===== src/rtl/ic_bvashr_scmp_skolem_seq.sv =====
`default_nettype none
// ============================================================================
// ic_bvashr_scmp_skolem_seq : serial Skolem witness for (x >>a s) CMP t
// Revision: 1.0
// ============================================================================
module ic_bvashr_scmp_skolem_seq #(
   parameter int W  = 4,
   parameter int CW = $clog2(W + 1)
) (
   input  logic         clk,
   input  logic         rst_n,
   input  logic         in_valid,
   output logic         in_ready,
   input  logic [1:0]   in_mode,
   input  logic [W-1:0] in_s,
   input  logic [W-1:0] in_t,
   output logic         out_valid,
   input  logic         out_ready,
   output logic         out_sat,
   output logic [W-1:0] out_x,
   output logic [W-1:0] out_shr
);

   localparam logic [W-1:0]  MAXS   = {1'b0, {(W-1){1'b1}}};
   localparam logic [W-1:0]  MINS   = {1'b1, {(W-1){1'b0}}};
   localparam logic [W:0]    W_WIDE = W[W:0];
   localparam logic [CW-1:0] W_CNT  = W[CW-1:0];

   localparam logic [1:0] M_SGE = 2'b00;
   localparam logic [1:0] M_SGT = 2'b01;
   localparam logic [1:0] M_SLE = 2'b10;

   typedef enum logic [1:0] {
      IDLE = 2'd0,
      RUN  = 2'd1,
      DONE = 2'd2
   } state_t;

   state_t        state;
   logic [1:0]    mode;
   logic [W-1:0]  t_q;
   logic [W-1:0]  r;
   logic [CW-1:0] cnt;

   logic [CW-1:0] k_in;
   logic [W-1:0]  base_in;
   logic [W-1:0]  base_q;
   logic          sat_w;

   // Shifting by W or more already yields pure sign fill, so saturate there.
   always_comb begin
      k_in    = ({1'b0, in_s} >= W_WIDE) ? W_CNT : in_s[CW-1:0];
      base_in = in_mode[1] ? MINS : MAXS;
      base_q  = mode[1] ? MINS : MAXS;
   end

   always_comb begin
      sat_w = 1'b0;
      case (mode)
         M_SGE:   sat_w = $signed(r) >= $signed(t_q);
         M_SGT:   sat_w = $signed(r) >  $signed(t_q);
         M_SLE:   sat_w = $signed(r) <= $signed(t_q);
         default: sat_w = $signed(r) <  $signed(t_q);
      endcase
   end

   always_ff @(posedge clk or negedge rst_n) begin
      if (!rst_n) begin
         state     <= IDLE;
         in_ready  <= 1'b1;
         out_valid <= 1'b0;
         out_sat   <= 1'b0;
         out_x     <= '0;
         out_shr   <= '0;
         mode      <= 2'b00;
         t_q       <= '0;
         r         <= '0;
         cnt       <= '0;
      end else begin
         case (state)
            IDLE: begin
               if (in_valid && in_ready) begin
                  mode     <= in_mode;
                  t_q      <= in_t;
                  r        <= base_in;
                  cnt      <= k_in;
                  in_ready <= 1'b0;
                  state    <= RUN;
               end
            end
            RUN: begin
               if (cnt != '0) begin
                  r   <= {r[W-1], r[W-1:1]};
                  cnt <= cnt - 1'b1;
               end else begin
                  out_shr   <= r;
                  out_sat   <= sat_w;
                  out_x     <= sat_w ? base_q : '0;
                  out_valid <= 1'b1;
                  state     <= DONE;
               end
            end
            DONE: begin
               // in_ready rises with the handshake, so acceptance is one edge later.
               if (out_ready) begin
                  out_valid <= 1'b0;
                  in_ready  <= 1'b1;
                  state     <= IDLE;
               end
            end
            default: begin
               state    <= IDLE;
               in_ready <= 1'b1;
            end
         endcase
      end
   end

endmodule
`default_nettype wire


===== config.mk =====
export PLATFORM = sky130hd
export DESIGN_NAME = ic_bvashr_scmp_skolem_seq
export DESIGN_NICKNAME = d
export VERILOG_FILES = /design/src/rtl/ic_bvashr_scmp_skolem_seq.sv
export SDC_FILE = /design/constraint.sdc
export NUM_CORES = 1
export LEC_CHECK = 0
export ABC_AREA = 1
export CORE_MARGIN = 2
export CORE_UTILIZATION = 45
export CTS_CLUSTER_DIAMETER = 80
export DETAILED_ROUTE_END_ITERATION = 8
export GPL_TIMING_DRIVEN = 0
export PLACE_DENSITY_LB_ADDON = 0.3
export SLEW_MARGIN = 30
export SYNTH_ARGS = -nofsm -noshare
export SYNTH_HDL_FRONTEND = slang
export SYNTH_SLANG_ARGS = --single-unit

===== constraint.sdc =====
create_clock -name clk -period 1.2 [get_ports clk]
set_input_delay 0.12 -clock clk [delete_from_list [all_inputs] [get_ports clk]]
set_output_delay 0.12 -clock clk [all_outputs]
set_load 0.005 [all_outputs]

Word level (Yosys, flattened, before mapping)
Index checks and enable logic that the tools add are counted.
{ "word_totals": {"reg_bits": 26, "out_inout_bits": 11} }
{ "op_classes": {"reduce_logical": 13, "magnitude_cmp": 5, "n_eq_ne": 8, "bitwise": 2, "add_sub_neg": 1, "muxes": 21} }
{ "op_table": {"columns": ["cell", "n"], "rows": [
  ["$mux 4", 4],
  ["$reduce_and 3->1", 5],
  ["$mux 3", 4],
  ["$ne 2x2->1 const B", 4],
  ["$pmux 4 s2", 1],
  ["$mux 2", 3],
  ["$pmux 1 s3", 2],
  ["$pmux 2 s3", 1],
  ["$pmux 3 s2", 1],
  ["$eq 2x1->1 const B", 2],
  ["$eq 2x2->1 const B", 2],
  ["$ge 4x3->1 const B", 1],
  ["$ge 4x4->1", 1],
  ["$gt 4x4->1", 1],
  ["$le 4x4->1", 1],
  ["$logic_not 2->1", 2],
  ["$lt 4x4->1", 1],
  ["$mux 1", 4],
  ["$reduce_and 2->1", 2],
  ["$reduce_bool 2->1", 2],
  ["$reduce_bool 3->1", 1],
  ["$sub 3x1->3 const B", 1],
  ["$not 1->1", 2],
  ["$pmux 1 s2", 1],
  ["$logic_and 1x1->1", 1]
]} }

Depth between registers and ports, before layout
{ "depth": {"word_depth": 4, "mapped_depth": 12, "ltp_nobuf": 12} }

Worst setup path before layout
OpenSTA, ideal clock, no wires.
{ "synth_timing": {"kind": "register -> register", "startpoint": "register r[3]", "endpoint": "register out_x[2]", "n_path_buf": 0, "synth_period_minus_slack_ns": 1.272, "required_ns": 1.083, "path_stages_with_launch": 9, "slack_ns": -0.072, "setup_time_ns": 0.117, "t_arrival_ns": 1.154, "path_cell_list": "dfrtp_1 > ha_1 > inv_1 > nor3_1 > nand2_1 > nand3_1 > nand3_1 > nand3_1 > nand2_1"} }
{ "synth_between": {"elab_chain_len": 3, "word_cells_on_any_way": 6, "classes_between": "order compare (4); mux (2)"} }
{ "synth_lines": {"columns": ["item", "line", "source"], "rows": [
  ["from (decl)", "42", "logic [W-1:0] r;"],
  ["from (signal assigned)", "85", "r <= base_in;"],
  ["from (signal assigned)", "93", "r <= {r[W-1], r[W-1:1]};"],
  ["$lt 4x4->1, or another cell as far along", "63", "default: sat_w = $signed(r) < $signed(t_q);"],
  ["$pmux 1 s3 (*)", "59", "case (mode)"],
  ["$mux 4 (*)", "98", "out_x <= sat_w ? base_q : '0;"],
  ["to (signal assigned)", "98", null],
  ["to (decl)", "20", "output logic [W-1:0] out_x,"]
]} }
Every way passes the cells marked *; elsewhere a longest branch is shown, timed or not.
A chain may end at the register's enable or synchronous reset.

Final worst setup path
{ "layout_timing": {"startpoint": "register r[1]", "endpoint": "register out_x[2]"} }
Same word-level chain as after synthesis.

==> metrics.txt <==
list of most frequent post-synthesis cells=nand2_1, dfrtp_1, o21ai_0, inv_1, nand3_1; Clock Tree Root=clkbuf_4; clock period minus worst slack=1.39 ns; vias post-DR=1101; CP Launch Type=flop; Worst Hold Class=in2async; final setup violation count=12; Chip Width=around 56 um; YS warnings=0; clk_lat worst skew=about 0.32 ns; fmax=approximately 720 MHz; actual slew at the worst max-slew pin=roughly 0.52 ns; Slew Limit Fails=0; All-Layer GR Usage=between 10% and 20%; WL final=approximately 3100 um; Post-Synthesis Cells=139; failing checks=negative setup slack; library cells used by synthesis=21; max-capacitance violation count=0; # clock sinks=24; hpwl dp=~1700 um; Pwr Density=around 2700 nW/um2; largest net degree at the start of global routing=25; Worst Path Buf+Inv=0; Port Buf Inserts=24; antenna violations before repair=0; asr flop ratio synth=between 90% and 100%; CTS tree=built; IO Count=25; Lkg Pwr=0.975 nW; Worst-path clk slew=0.13 ns; crit-path cells=ha_4 > nand2_2 > nor2_2 > nor2_1 > nand3_1 > nand3_2 > nand3_1 > nand2_1; htree depth=1; router iterations before antenna repair=4; CORE AREA=2500 um2; Crit-path slowest cell=dfrtp_1; total area of sequential cells=603 um2; VDD IR max=between 2 and 2.5 mV; Mapped Avg Cell Area=roughly 8.7 um2; most used cell along the critical path=nand3_1; dominant synthesized flop cell=dfrtp_1; Non-Filler Instances=220; Seq/Total Area, Yosys=between 40% and 50%; final net count=approximately 210; die height=55.8 um; RSZ-0062 raised after global routing=yes; multi-input logic area=628 um2; placed cells=approximately 190; gpl congestion=0.759; Core Util, Final=76.7%; Vias/cell=5.00; largest cells by area after synthesis=dfrtp_1, nand2_1, o21ai_0; Reg2Reg Setup Slack=-0.19 ns; status=complete, but fails checks; top-area cell type share of the netlist area=between 40% and 50%; number of buffers created by CTS=3; CTS Buffer Depth=2; final setup margin=-0.188 ns; # diodes=0; Mapped Nets=159; total grt overflow=0; count leader, synth=nand2_1; Max-slew headroom=65.2%; Wirelength per Cell=roughly 14 um; row count=18; Req. time, crit path=roughly 1.4 ns; critical path's top delay family=simple AND/OR/NAND/NOR gates; crit-path max cell delay=about 0.45 ns; DR iter-0 viols=23; Worst EP arrival=between 1.5 and 2 ns; share of cells above drive strength 1=a little over two fifths; final hold violation count=0; mapped cell area=approximately 1200 um2; Critical Path Sink Type=flop; filler cell count=about 170; skew final=about 0.0064 ns; Final Cycle Share=116%; Initial Util=48.3%; vias in the first global route=between 1000 and 1500; flops & latches, synth=24; full die area=between 3000 and 4000 um2; Setup CP Type=reg2reg; largest area contributor in the netlist=dfrtp_1; antenna viol nets, final=0; Post-synth EDFFs=0; global-route wire length before repair=~4500 um; worst-path fanout max=3; DRC viols=0; Area growth, synth to finish=58.9%
-- state kept, by name, indices dropped and copies added, names as in the netlist --
signal and cells:
out_shr 4, r 4, t_q 4, cnt 3, mode 2, out_x 2, state 2, in_ready 1
out_sat 1, out_valid 1
-- layer usage --
metal,global-route usage [%],up-vias,share of wire (%)
met3,4.88,10,5.9
met2,36.1,34,53
met1,18.8,517,39
met5,0,-,0
met4,7.32,0,2.4
li1,-,540,-
-- final cells by class --
type,instances,share of cell area [%]
multi-input cells,89,32.7
flip-flops and latches,24,31.4
repair buffers,47,24.5
inverters,21,4.24
plain buffers,5,3.20
well taps,30,1.96
clock buffers,4,1.89
-- cell usage in the layout, fill, tap and decap left out, types with 6 or more instances in the layout --
master and instances:
buf_4 13, buf_6 11, clkdlybuf4s50_1 12, dfrtp_1 22
dlygate4sd2_1 8, inv_1 14, inv_2 6, nand2_1 29
nand3_1 6, o21ai_1 9, o21ai_2 12
-- path summary, 6_finish.rpt --
kind	from	end	cells after the start
min reg2reg	out_sat	out_sat	2
max in group asynchronous	rst_n	state[1]	2
max	r[1]	out_x[2]	8
max reg2reg	r[1]	out_x[2]	8
min in group clk	in_t[0]	t_q[0]	3
min	rst_n	r[2]	2
-- repair_timing --
item	CTS	global route
hold buffers	1	0
buffers inserted	20	4
cloned	1	2
pin swaps	6	11
endpoints found under the setup margin	32	25
gates resized for setup	46	43
endpoints found under the hold margin	23	0
-- kinds of logic after synthesis --
family / count (synthesis) / synth area share, %
simple gates: 56 / 20.3
buf+inv: 26 / 10.3
flops: 24 / 49.8
xor+xnor: 1 / 0.726
compound gates: 26 / 12.6
fa+ha+maj: 6 / 6.22
-- worst reg2reg max path: cells and delay by family (launching register included) --
family                     cells  cell delay [ns]
and+or+nand+nor                7             0.54
adders and majority gates      1             0.30
DFF                            1             0.45
-- metrics by stage --
stage / hold WS (ns) / worst slack (ns) / setup TNS (ns) / area (um2) / power, W
3_3_place_gp: 0.462 / -0.238 / -6.73 / 1490 / 0.00339
6_report: 0.301 / -0.188 / -1.43 / 1920 / 0.00523
5_1_grt: 0.338 / -0.278 / -2.64 / 1920 / 0.00563
3_5_place_dp: 0.133 / -0.186 / -1.80 / 1490 / 0.00349
2_1_floorplan: -0.176 / -0.0613 / -0.178 / 1210 / 0.00282
4_1_cts: 0.306 / -0.169 / -1.29 / 1800 / 0.00482
-- report_power, final --
group          internal [W]  switching, W
Clock              0.000186      0.000240
Sequential          0.00119      0.000249
Combinational       0.00172       0.00164
Total               0.00310       0.00213
Power figures use the tool's default switching activity.
